`src/rtl/regfile8_onehot_wr.sv`:
```
// regfile8_onehot_wr: 8-entry register bank with one-hot write select, error detection and two registered read ports
module regfile8_onehot_wr #(
  parameter int WIDTH   = 8,
  parameter bit ZERO_R0 = 1'b1
) (
  input  logic             clk,
  input  logic             rst_n,
  input  logic             wr_en,
  input  logic [7:0]       wr_sel,
  input  logic [WIDTH-1:0] wr_data,
  input  logic             rd_req,
  input  logic [2:0]       rd_addr_a,
  input  logic [2:0]       rd_addr_b,
  output logic [WIDTH-1:0] rd_data_a,
  output logic [WIDTH-1:0] rd_data_b,
  output logic             rd_valid,
  input  logic             err_clr,
  output logic             onehot_err,
  output logic [7:0]       err_sel
);
  logic [WIDTH-1:0] regs [8];
  logic             onehot, legal, illegal;
  logic [WIDTH-1:0] nxt_a, nxt_b;
  // classify the write select; wr_en=0 means no write and no check
  always_comb begin
    onehot  = (wr_sel != '0) && ((wr_sel & (wr_sel - 8'd1)) == '0);
    legal   = wr_en && onehot;
    illegal = wr_en && !onehot;
  end
  // read data with write bypass; r0 pinned to zero when enabled
  always_comb begin
    nxt_a = (ZERO_R0 && rd_addr_a == 3'd0) ? '0 : (legal && wr_sel[rd_addr_a]) ? wr_data : regs[rd_addr_a];
    nxt_b = (ZERO_R0 && rd_addr_b == 3'd0) ? '0 : (legal && wr_sel[rd_addr_b]) ? wr_data : regs[rd_addr_b];
  end
  // register storage; a write to r0 is dropped when r0 is hardwired
  always_ff @(posedge clk or negedge rst_n) begin
    if (!rst_n) begin
      for (int i = 0; i < 8; i++) regs[i] <= '0;
    end else begin
      for (int i = 0; i < 8; i++)
        if (legal && wr_sel[i] && !(ZERO_R0 && i == 0)) regs[i] <= wr_data;
    end
  end
  // registered read ports; data holds while no request
  always_ff @(posedge clk or negedge rst_n) begin
    if (!rst_n) begin
      rd_data_a <= '0;
      rd_data_b <= '0;
      rd_valid  <= 1'b0;
    end else begin
      rd_valid <= rd_req;
      if (rd_req) begin
        rd_data_a <= nxt_a;
        rd_data_b <= nxt_b;
      end
    end
  end
  // sticky error; a new error beats a same-cycle clear and recaptures err_sel
  always_ff @(posedge clk or negedge rst_n) begin
    if (!rst_n) begin
      onehot_err <= 1'b0;
      err_sel    <= 8'h00;
    end else begin
      onehot_err <= illegal || (onehot_err && !err_clr);
      if (illegal && (!onehot_err || err_clr)) err_sel <= wr_sel;
      else if (err_clr) err_sel <= 8'h00;
    end
  end
endmodule

```
`config.mk`:
```
export PLATFORM = sky130hd
export DESIGN_NAME = regfile8_onehot_wr
export DESIGN_NICKNAME = d
export VERILOG_FILES = /design/src/rtl/regfile8_onehot_wr.sv
export SDC_FILE = /design/constraint.sdc
export NUM_CORES = 1
export LEC_CHECK = 0
export CELL_PAD_IN_SITES_DETAIL_PLACEMENT = 0
export CELL_PAD_IN_SITES_GLOBAL_PLACEMENT = 1
export CORE_ASPECT_RATIO = 2
export CORE_MARGIN = 3
export CORE_UTILIZATION = 51
export CTS_BUF_LIST = sky130_fd_sc_hd__clkbuf_4 sky130_fd_sc_hd__clkbuf_8
export CTS_CLUSTER_DIAMETER = 50
export CTS_CLUSTER_SIZE = 8
export DETAILED_ROUTE_END_ITERATION = 7
export PLACE_DENSITY_LB_ADDON = 0.1
export SYNTH_ARGS = -nofsm -noshare
export SYNTH_HDL_FRONTEND = slang
export SYNTH_SLANG_ARGS = --single-unit
```
`constraint.sdc`:
```
create_clock -name clk -period 1.9 [get_ports clk]
set_input_delay 0.285 -clock clk [delete_from_list [all_inputs] [get_ports clk]]
set_output_delay 0.285 -clock clk [all_outputs]
set_load 0.02 [all_outputs]
```
== Yosys cells after proc, flatten, opt, wreduce, memory -nomap -nowiden ==
Index checks and enable logic that the tools add are counted.
Cells by class
  mux-type cells: 16
  bitwise gates (word level): 3
  reduce and logical (&&, ||, !) cells: 24
  magnitude comparators: 4
  add/sub/neg operators: 1
Operator list (number)
  2-to-1 mux 8 bit: 10
  binary-select mux 8 bit (select 3 bit): 2
  logical AND 1 bit: 14
  bitwise AND 8 bit: 1
  >= comparator 4 bit, second input constant: 2
  logical NOT 8 bit: 1
  < comparator 3 x 4 -> 1 bit, second input constant: 2
  NOT 3 -> 4 bit: 2
  nonzero test 8 bit: 1
  subtractor 8 x 1 -> 8 bit, second input constant: 1
  binary-select mux 1 bit (select 3 bit): 2
  logical NOT 3 bit: 2
  logical NOT 1 bit: 3
  logical OR 1 bit: 2
  2-to-1 mux 1 bit: 2
  nonzero test 2 bit: 1
Storage, ports and cells
  word-level logic and storage cells: 60
  register bits: 82
  output and inout port bits: 26

== Depth between registers and ports, before layout ==
Gate-level depths: netlist of run 1.
  depth in word-level cells: 8
  mapped depth: 8
  gate-level depth less buffers: 5

== Worst setup path before layout of run 1 ==
No wires, ideal clock.
  path kind: input port to flip-flop
  from: input port wr_sel[6]
  to: register regs[40] (netlist bit)
  setup slack: -0.162 ns
  data required time: 1.775 ns
  setup time: 0.125 ns
  stages on the path: 7
  arrival: 1.937 ns
  cells stage by stage: buf_2 or3_1 or3b_1 o22ai_2 buf_12 nand2_8 mux2_4
Between the ends
  word-level cells in the longest chain between the ends: 6
  elaborated cells between the ends (all ways): 7
  classes of those cells: add/sub: 1; bitwise: 1; reduce/logical: 5
Ends and longest elaborated chain
  from (decl): RTL line 9  | input logic [7:0] wr_sel,
  subtractor 8 x 1 -> 8 bit: RTL line 26  | onehot = (wr_sel != '0) && ((wr_sel & (wr_sel - 8'd1)) == '0);
  bitwise AND 8 bit: RTL line 26
  logical NOT 8 bit: RTL line 26
  logical AND 1 bit *: RTL line 26
  logical AND 1 bit *: RTL line 27  | legal = wr_en && onehot;
  logical AND 1 bit *: RTL line 41  | if (legal && wr_sel[i] && !(ZERO_R0 && i == 0)) regs[i] <= wr_data;
  to (signal, indexed assignment): RTL line 41
  to (decl): RTL line 21  | logic [WIDTH-1:0] regs [8];
Every way passes the cells marked *; elsewhere a longest branch is shown, timed or not.
A chain may end at the register's enable or synchronous reset.

== Final worst setup path of run 1 ==
  from: input port wr_sel[7]
  to: register regs[40] (netlist bit)
The elaborated chain is that of the path after synthesis.

==> results.json, run 1 <==
{
  "ys_types": 38,
  "design_area_um2": 5831,
  "netlist_instances": 375,
  "drv_cap": 0,
  "grt_setup_unrepaired": "yes",
  "p_clk_frac": 0.298,
  "required_ns": 2.15,
  "diodes": 0,
  "p_seq_frac": 0.470,
  "drv_slew": 0,
  "antenna_found_initial": 0,
  "finalHoldWorstSlack_ns": 0.2751,
  "fin_cells": 558,
  "die_area_um2": 10330,
  "cp_max_fo": 8,
  "first_iter_violations": 271,
  "dr.pass1.iters": 4,
  "cts_buffer_depth": 2,
  "synth_fa_ha_area_frac": 0,
  "critPathBufInv": 2,
  "p_int_uw": 3186,
  "clock-sinks": 82,
  "ios": 53,
  "via_count": 3362,
  "hold_path_class": "in -> reg",
  "final.setup.worst_slack_ns": 0.09210,
  "critical_path.top_delay_family": "simple AND/OR/NAND/NOR gates",
  "synthMuxAreaShare": 0.2988,
  "synth_seq_area_share": 0.4430,
  "p_sw_frac": 0.2819,
  "core_area_um2": 8768,
  "ant_nets": 0,
  "syn_to_final_growth_pct": 25.88,
  "vdd_drop_max_uv": 583.1,
  "synth_compound_area_frac": 0.1016,
  "cpPeakStageDelay_ns": 0.39,
  "fin_setup_tns_ns": 0,
  "synthFlopType": "dfrtp_1",
  "synth-edff-count": 0,
  "ys_seq_elements": 82,
  "synth_fp_nets": 402,
  "drt_wl_total_mm": 11.81,
  "preCtsSetupSlack_ns": -0.7748,
  "die_x_um": 73.39,
  "fin_skew_ns": 0.02024,
  "placedCellCount": 539,
  "grt_pass1_wl_mm": 19.46,
  "max_slew_margin": 0.6106,
  "fin_nets": 480,
  "finalCriticalPeriod_ns": 1.808,
  "grt_max_degree": 39,
  "root_buffer": "clkbuf_8",
  "pwr_density_cell_nw_per_um2": 761.0,
  "critPathArrivalTime_ns": 2.06,
  "clk_latency_ns": 0.37,
  "clock.fmax_mhz": 553.1,
  "path_class": "in -> reg",
  "start_util": 0.5283,
  "die-height_um": 140.8,
  "via_per_inst": 6.025,
  "synth-xor-area-share": 0.003782,
  "p_comb_frac": 0.232,
  "synth_warnings": 8,
  "cts_buffers": 9,
  "p_sw_uw": 1251,
  "critPathLaunchType": "input port",
  "route.detailed.drc": 0,
  "path_cells": "dlygate4sd2_1, or3_4, or3b_4, o22ai_4, buf_12, nand2_8, mux2_4",
  "grt_pass1_vias": 3788,
  "gp_congestion": 0.8496,
  "hpwl_mm": 8.638,
  "ctsHtreeMaxLevel": 3,
  "hold_viol_final": 0,
  "port_buffers": 52,
  "synth_top_family_by_area": "multiplexers",
  "crit_slowest_cell": "or3_4",
  "post-route-period-util": 0.9515,
  "postSynthAreaPerCell_um2": 12.35,
  "row_count": 48,
  "async_flop_share": 1.000,
  "end_kind": "flop",
  "synth_area_um2": 4632,
  "tightest_slew_ns": 0.5841,
  "placed_cell_area_um2": 5555,
  "grt_overflow_total": 0,
  "wl_per_cell_um": 21.17,
  "drive_gt1_frac": 0.3974,
  "p_leak_uw": 0.002589,
  "track_usage": 0.2507,
  "finalSetupViolCount": 0,
  "cts_tree": "built",
  "status": "finished clean",
  "clkTransAtPathRegs_ns": 0.08,
  "yosys.area_share.simple": 0.09833
}
metal layers:
metal | track usage | wire length, um | vias to the layer above | part of all wire
met5 | 0 | 0 | - | 0
met4 | 0.1280 | 388 | 0 | 0.033
met3 | 0.04211 | 380 | 27 | 0.032
met2 | 0.4336 | 6444 | 91 | 0.55
met1 | 0.2890 | 4600 | 1683 | 0.39
li1 | - | - | 1561 | -
Yosys cell counts (all sizes together) (2+ instances only):
master / count / area, um2
dfrtp: 82 / 2052
buf: 13 / 95.09
mux4: 20 / 450.4
and2: 2 / 12.51
nand2: 40 / 201.5
o21ai: 16 / 80.08
a22oi: 15 / 112.6
nand4: 16 / 100.1
xor2: 2 / 17.52
nor2: 4 / 15.01
o31a: 2 / 17.52
nand3: 2 / 10.01
a211oi: 2 / 15.01
a22o: 8 / 70.07
nor2b: 4 / 25.02
clkbuf: 24 / 90.09
nor4b: 4 / 35.03
o221ai: 16 / 140.1
inv: 18 / 67.56
mux2: 74 / 923.4
worst reg2reg max path, stage by stage (launching register included):
cell and delay, ns:
dfrtp_1 0.42, mux4_2 0.46, nand2_1 0.08, o21ai_0 0.11
nand2_1 0.10, o221ai_1 0.09
cell families after synthesis:
group,after synthesis
mux,95
flops,82
simple gates,79
compound gates,62
buf+inv,55
xor+xnor,2
layout by cell type (no fill, tap or decap), types with 4 or more instances in the layout:
master,instances
dlygate4sd2_1,6
nor2_1,4
a22o_1,8
nor2b_1,4
mux2_4,24
nand2_8,4
dfrtp_1,82
mux4_2,20
o221ai_1,16
mux2_2,50
nand4_1,16
clkdlybuf4s50_1,41
buf_4,45
buf_12,6
a22oi_1,15
inv_1,18
nand2_1,36
o21ai_0,15
clkbuf_8,10
timing repair:
item                                   in CTS  in global routing
hold buffers                                1                  0
pin swaps                                   6                  2
gates cloned                                0                  0
resized for setup                          22                  6
buffers inserted                            1                  1
endpoints found under the hold margin      30                  0
setup endpoints to repair                  80                 33
registers in the layout (all words and copies together) (netlist names):
| name | flops |
|---|---|
| rd_valid | 1 |
| onehot_err | 1 |
| rd_data_a | 8 |
| rd_data_b | 8 |
| err_sel | 8 |
| regs | 56 |
power by group through the flow:
stage / Clock (uW) / Sequential (uW) / Combinational [uW]
2_1_floorplan: 0 / 2140 / 564
3_3_place_gp: 0 / 2110 / 1010
3_5_place_dp: 0 / 2110 / 1020
4_1_cts: 1350 / 2080 / 1040
5_1_grt: 1410 / 2110 / 1120
6_report: 1320 / 2090 / 1030
final cells by class:
cell class,instances,area (um2)
Clock buffer,12,152.6
Fill cell,712,2938
Timing Repair Buffer,104,975.9
Inverter,18,67.56
Multi-Input combinational cell,238,2406
Clock inverter,4,51.30
Sequential cell,82,2052
Tap cell,100,125.1
through the flow:
step,util,total power [uW]
global route,0.6650,4635
finish,0.6650,4437
floorplan,-,2708
detailed placement,0.6336,3139
global placement,0.6336,3115
CTS,0.6647,4463
final timing paths:
| kind | from | endpoint | slack (ns) | cells after the start |
|---|---|---|---|---|
| setup / recovery | wr_sel[7] | regs[40]$_DFFE_PN0P_ | 0.09 | 7 |
| hold / removal | wr_sel[0] | err_sel[0]$_DFFE_PN0P_ | 0.28 | 2 |
| setup reg to reg | regs[28]$_DFFE_PN0P_ | rd_data_b[4]$_DFFE_PN0P_ | 0.52 | 5 |
| hold reg to reg | err_sel[5]$_DFFE_PN0P_ | err_sel[5]$_DFFE_PN0P_ | 0.51 | 1 |
| max in group asynchronous | rst_n | regs[19]$_DFFE_PN0P_ | 0.89 | 3 |
| min in group asynchronous | rst_n | rd_valid$_DFF_PN0_ | 0.40 | 2 |
Note: power is estimated with default switching activity, not from simulation.
==> run 2: changes to the inputs <==
--- a/config.mk
+++ b/config.mk
@@ -8,7 +8,6 @@
 export CELL_PAD_IN_SITES_DETAIL_PLACEMENT = 0
 export CELL_PAD_IN_SITES_GLOBAL_PLACEMENT = 1
 export CORE_ASPECT_RATIO = 2
-export CORE_MARGIN = 3
 export CORE_UTILIZATION = 51
 export CTS_BUF_LIST = sky130_fd_sc_hd__clkbuf_4 sky130_fd_sc_hd__clkbuf_8
 export CTS_CLUSTER_DIAMETER = 50
==> results.json, run 2 (synthesized netlist as in run 1, its figures left out) <==
{
  "fillCellCount": 689,
  "grt_overflow_total": 0,
  "finalSetupViolCount": 0,
  "p_comb_frac": 0.222,
  "use_met1": 0.2990,
  "antenna_found_initial": 0,
  "status": "finished clean",
  "grt_pass1_wl_mm": 20.05,
  "end_kind": "flop",
  "drv_cap": 0,
  "first_iter_violations": 163,
  "p_total_uw": 4691,
  "pwr_density_cell_nw_per_um2": 796.0,
  "port_buffers": 52,
  "p_int_uw": 3419,
  "p_leak_uw": 0.002643,
  "gp_congestion": 0.8937,
  "syn_to_final_growth_pct": 27.23,
  "ios": 53,
  "row_count": 48,
  "route.detailed.drc": 0,
  "p_sw_frac": 0.2710,
  "via_count": 3423,
  "preCtsSetupSlack_ns": -0.7035,
  "cp_max_fo": 8,
  "cts_buffers": 9,
  "drv_slew": 0,
  "path_class": "in -> reg",
  "finalCriticalPeriod_ns": 1.854,
  "p_sw_uw": 1271,
  "met3_usage": 0.04197,
  "diodes": 0,
  "hold_path_class": "in -> reg",
  "max_slew_margin": 0.5977,
  "grt_pass1_vias": 3743,
  "post-route-period-util": 0.9756,
  "dr.pass1.iters": 4,
  "drt_wl_total_mm": 12.42,
  "top_register": "regs",
  "critPathArrivalTime_ns": 2.10,
  "die_area_um2": 9490,
  "via_per_inst": 6.058,
  "grt_use_met2": 0.5334,
  "layout_common_cells": "dfrtp_1 (82), buf_4 (55), mux2_2 (49)",
  "fin_nets": 488,
  "drive_gt1_frac": 0.4022,
  "placed_cell_area_um2": 5593,
  "hold_viol_final": 0,
  "clock-sinks": 82,
  "critPathLaunchType": "input port",
  "grt_setup_unrepaired": "yes",
  "p_seq_frac": 0.447,
  "cts_buffer_depth": 2,
  "ctsHtreeMaxLevel": 3,
  "post_cts_buffers": 0,
  "grt_max_degree": 46,
  "final.setup.worst_slack_ns": 0.04635,
  "design_area_um2": 5893,
  "fin_cells": 565,
  "clock.fmax_mhz": 539.5,
  "clkTransAtPathRegs_ns": 0.09,
  "track_usage": 0.2832,
  "clk_latency_ns": 0.36,
  "start_util": 0.5319,
  "hpwl_mm": 9.183,
  "vdd_drop_max_uv": 443.6,
  "required_ns": 2.14,
  "fin_skew_ns": 0.006004,
  "p_clk_frac": 0.330,
  "final_common_cell": "dfrtp_1",
  "core_area_um2": 8708,
  "ant_nets": 0,
  "wl_per_cell_um": 21.97,
  "die_x_um": 69.39,
  "tightest_slew_ns": 0.6034,
  "placedCellCount": 549,
  "root_buffer": "clkbuf_8",
  "die-height_um": 136.8,
  "grt_busiest_layer": "met2",
  "largest_register_ff_count": 56,
  "cts_tree": "built"
}
==> run 2: cell count changes in the layout (fill, tap and decap cells not counted), moves of 2 or more <==
cell,previous run,this run
clkbuf_2,2,0
buf_4,45,55
dlygate4sd2_1,6,10
bufinv_16,1,3
clkbuf_4,2,0
buf_12,6,3
==> run 2: power groups by stage <==
stage	sequential, uW	clock, uW	combinational [uW]
final	2100	1550	1040
after global placement	2120	0	1020
after floorplan	2140	0	564
after CTS	2100	1570	1050
after detailed placement	2130	0	1040
after global routing	2120	1620	1120
==> run 2: per-stage QoR <==
stage	setup TNS [ns]	hold WS [ns]	util
floorplan	-3.124	-0.01059	-
global placement	-45.13	0.3177	0.6422
detailed placement	-47.12	0.3338	0.6422
CTS	0	0.4286	0.6753
global route	-0.008105	0.4592	0.6767
finish	0	0.4266	0.6767
==> run 2: timing repair <==
item / 4_1_cts / 5_1_grt
hold endpoints to repair: 42 / 0
hold buffers: 1 / 0
gates resized for setup: 22 / 2
setup endpoints to repair: 76 / 16
pin swaps: 5 / 1
gates cloned: 0 / 0
==> run 2: layer usage <==
metal,vias up,routed length [um]
li1,1565,-
met1,1717,4605
met2,106,6824
met3,35,406
met4,0,579
met5,-,0
==> run 2: critical path, cell delays in order <==
cell and delay, ns:
dlygate4sd2_1 0.25, or3_4 0.39, or3b_4 0.39, o22ai_4 0.18
buf_8 0.19, nand2_8 0.10, mux2_4 0.31
==> run 2: path summary, 6_finish.rpt <==
kind / slack, ns / from / cells past startpoint / to
setup / recovery: 0.05 / wr_sel[7] / 7 / regs[31]$_DFFE_PN0P_
hold / removal: 0.43 / wr_sel[2] / 2 / err_sel[2]$_DFFE_PN0P_
setup reg to reg: 0.48 / regs[43]$_DFFE_PN0P_ / 5 / rd_data_a[3]$_DFFE_PN0P_
hold reg to reg: 0.51 / err_sel[5]$_DFFE_PN0P_ / 1 / err_sel[5]$_DFFE_PN0P_
max in group asynchronous: 0.80 / rst_n / 3 / rd_data_b[3]$_DFFE_PN0P_
min in group asynchronous: 0.47 / rst_n / 2 / rd_data_b[1]$_DFFE_PN0P_
==> run 2: cell type report <==
cell class | count | area [um2] | share of cell area
repair buffers | 112 | 1007 | 0.1709
well taps | 100 | 125.1 | 0.02123
flip-flops and latches | 82 | 2052 | 0.3482
multi-input cells | 238 | 2401 | 0.4074
inverters | 18 | 67.56 | 0.01146
clock inverters | 5 | 102.6 | 0.01741
clock buffers | 10 | 137.6 | 0.02335
==> run 3: changes to the inputs <==
--- a/config.mk
+++ b/config.mk
@@ -5,6 +5,7 @@
 export SDC_FILE = /design/constraint.sdc
 export NUM_CORES = 1
 export LEC_CHECK = 0
+export ABC_CLOCK_PERIOD_IN_PS = 1900
 export CELL_PAD_IN_SITES_DETAIL_PLACEMENT = 0
 export CELL_PAD_IN_SITES_GLOBAL_PLACEMENT = 1
 export CORE_ASPECT_RATIO = 2
@@ -14,6 +15,8 @@
 export CTS_CLUSTER_SIZE = 8
 export DETAILED_ROUTE_END_ITERATION = 7
 export PLACE_DENSITY_LB_ADDON = 0.1
+export SETUP_SLACK_MARGIN = 0.1
+export SKIP_LAST_GASP = 1
 export SYNTH_ARGS = -nofsm -noshare
 export SYNTH_HDL_FRONTEND = slang
 export SYNTH_SLANG_ARGS = --single-unit
==> results.json, run 3 (synthesized netlist as in run 1, its figures left out) <==
{
  "antenna_found_initial": 0,
  "clk_latency_ns": 0.35,
  "largest_register_ff_count": 56,
  "min-delay-start": "wr_sel[5]",
  "grt_setup_unrepaired": "yes",
  "cts_buffers": 9,
  "diodes": 0,
  "start_util": 0.5319,
  "p_leak_uw": 0.002725,
  "root_buffer": "clkbuf_8",
  "hpwl_mm": 9.089,
  "via_count": 3527,
  "max_slew_margin": 0.7112,
  "grt_max_degree": 38,
  "finalCriticalPeriod_ns": 1.821,
  "required_ns": 2.14,
  "dr.pass1.iters": 6,
  "post-route-period-util": 0.9583,
  "track_usage": 0.2823,
  "die_area_um2": 9490,
  "fin_nets": 498,
  "pwr_density_cell_nw_per_um2": 769.5,
  "ctsHtreeMaxLevel": 3,
  "met2_wirelength_mm": 7.016,
  "hold_viol_final": 0,
  "final.setup.worst_slack_ns": 0.07923,
  "grt_pass1_vias": 3829,
  "met1_length_mm": 4.589,
  "clock.fmax_mhz": 549.2,
  "rrSetupSlack_ns": 0.47,
  "hold_path_class": "in -> reg",
  "tightest_slew_ns": 0.4318,
  "vdd_drop_max_uv": 507.7,
  "final_common_cell": "dfrtp_1",
  "drive_gt1_frac": 0.4442,
  "first_iter_violations": 193,
  "top_register": "regs",
  "drv_slew": 0,
  "row_count": 48,
  "fin_setup_tns_ns": 0,
  "utilization": 0.7052,
  "cts_buffer_depth": 2,
  "ios": 53,
  "ant_nets": 0,
  "port_buffers": 52,
  "die_x_um": 69.39,
  "placedCellCount": 542,
  "design_area_um2": 6141,
  "grt_pass1_wl_mm": 20.07,
  "syn_to_final_growth_pct": 32.58,
  "wl_met3_um": 467,
  "finalSetupViolCount": 0,
  "clkTransAtPathRegs_ns": 0.08,
  "gp_congestion": 0.8779,
  "end_kind": "flop",
  "cp_max_fo": 6,
  "fin_skew_ns": 0.006749,
  "critPathArrivalTime_ns": 2.06,
  "core_area_um2": 8708,
  "layout_common_cells": "dfrtp_1 (82), buf_4 (55), mux2_2 (42)",
  "grt_overflow_total": 0,
  "clock-sinks": 82,
  "wl_per_cell_um": 22.23,
  "startpoint": "wr_sel[4]",
  "r2r-start": "regs[23]$_DFFE_PN0P_",
  "fin_cells": 575,
  "top_layer_used": "met4",
  "drt_wl_total_mm": 12.78,
  "route.detailed.drc": 0,
  "via_per_inst": 6.134,
  "cts_tree": "built",
  "drv_cap": 0,
  "critPathLaunchType": "input port",
  "placed_cell_area_um2": 5614,
  "die-height_um": 136.8,
  "status": "finished clean",
  "preCtsSetupSlack_ns": -0.7798,
  "path_class": "in -> reg"
}
[run 3: power breakdown]
part / leakage, uW / internal (uW) / total [uW] / switching [uW]
sequential: 0.00110 / 1940 / 2100 / 158
combinational: 0.00150 / 608 / 1090 / 479
clock: 0.000118 / 900 / 1540 / 642
total: 0.00272 / 3450 / 4730 / 1280
[run 3: stage by stage]
stage | hold WS [ns] | power (uW)
CTS | 0.2777 | 4721
detailed placement | 0.2285 | 3166
floorplan | -0.01059 | 2723
global route | 0.2614 | 4905
global placement | 0.2221 | 3139
finish | 0.2635 | 4726
[run 3: worst paths after layout]
kind	cells after the start	endpoint
min	3	err_sel[5]$_DFFE_PN0P_
max	8	regs[32]$_DFFE_PN0P_
min in group asynchronous	2	regs[52]$_DFFE_PN0P_
max reg2reg	5	rd_data_a[7]$_DFFE_PN0P_
max in group asynchronous	3	regs[22]$_DFFE_PN0P_
min reg2reg	1	err_sel[5]$_DFFE_PN0P_
[run 3: what timing repair did]
item	4_1_cts	5_1_grt
endpoints found under the hold margin	25	0
gates resized for setup	40	21
pin swaps	8	11
buffers inserted	12	4
setup endpoints to repair	80	71
cloned	1	0
hold buffers	1	0
[run 3: cell type report]
cell class | instances | area [um2]
inverters | 18 | 67.56
repair buffers | 122 | 1151
clock inverters | 5 | 102.6
well taps | 100 | 125.1
flip-flops and latches | 82 | 2052
clock buffers | 10 | 137.6
fillers | 627 | 2567
multi-input cells | 238 | 2505
[run 3: worst max-delay path, stage by stage]
cell      delay (ns)
buf_6           0.09
buf_6           0.12
nor4_4          0.39
inv_1           0.12
nor3b_2         0.24
nor4bb_4        0.30
buf_4           0.21
mux2_4          0.30
[run 3: metal layers]
layer / up-vias / track usage
met1: 1762 / 0.2946
met2: 128 / 0.5221
met3: 47 / 0.03829
met4: 0 / 0.1825
met5: - / 0
li1: 1590 / -
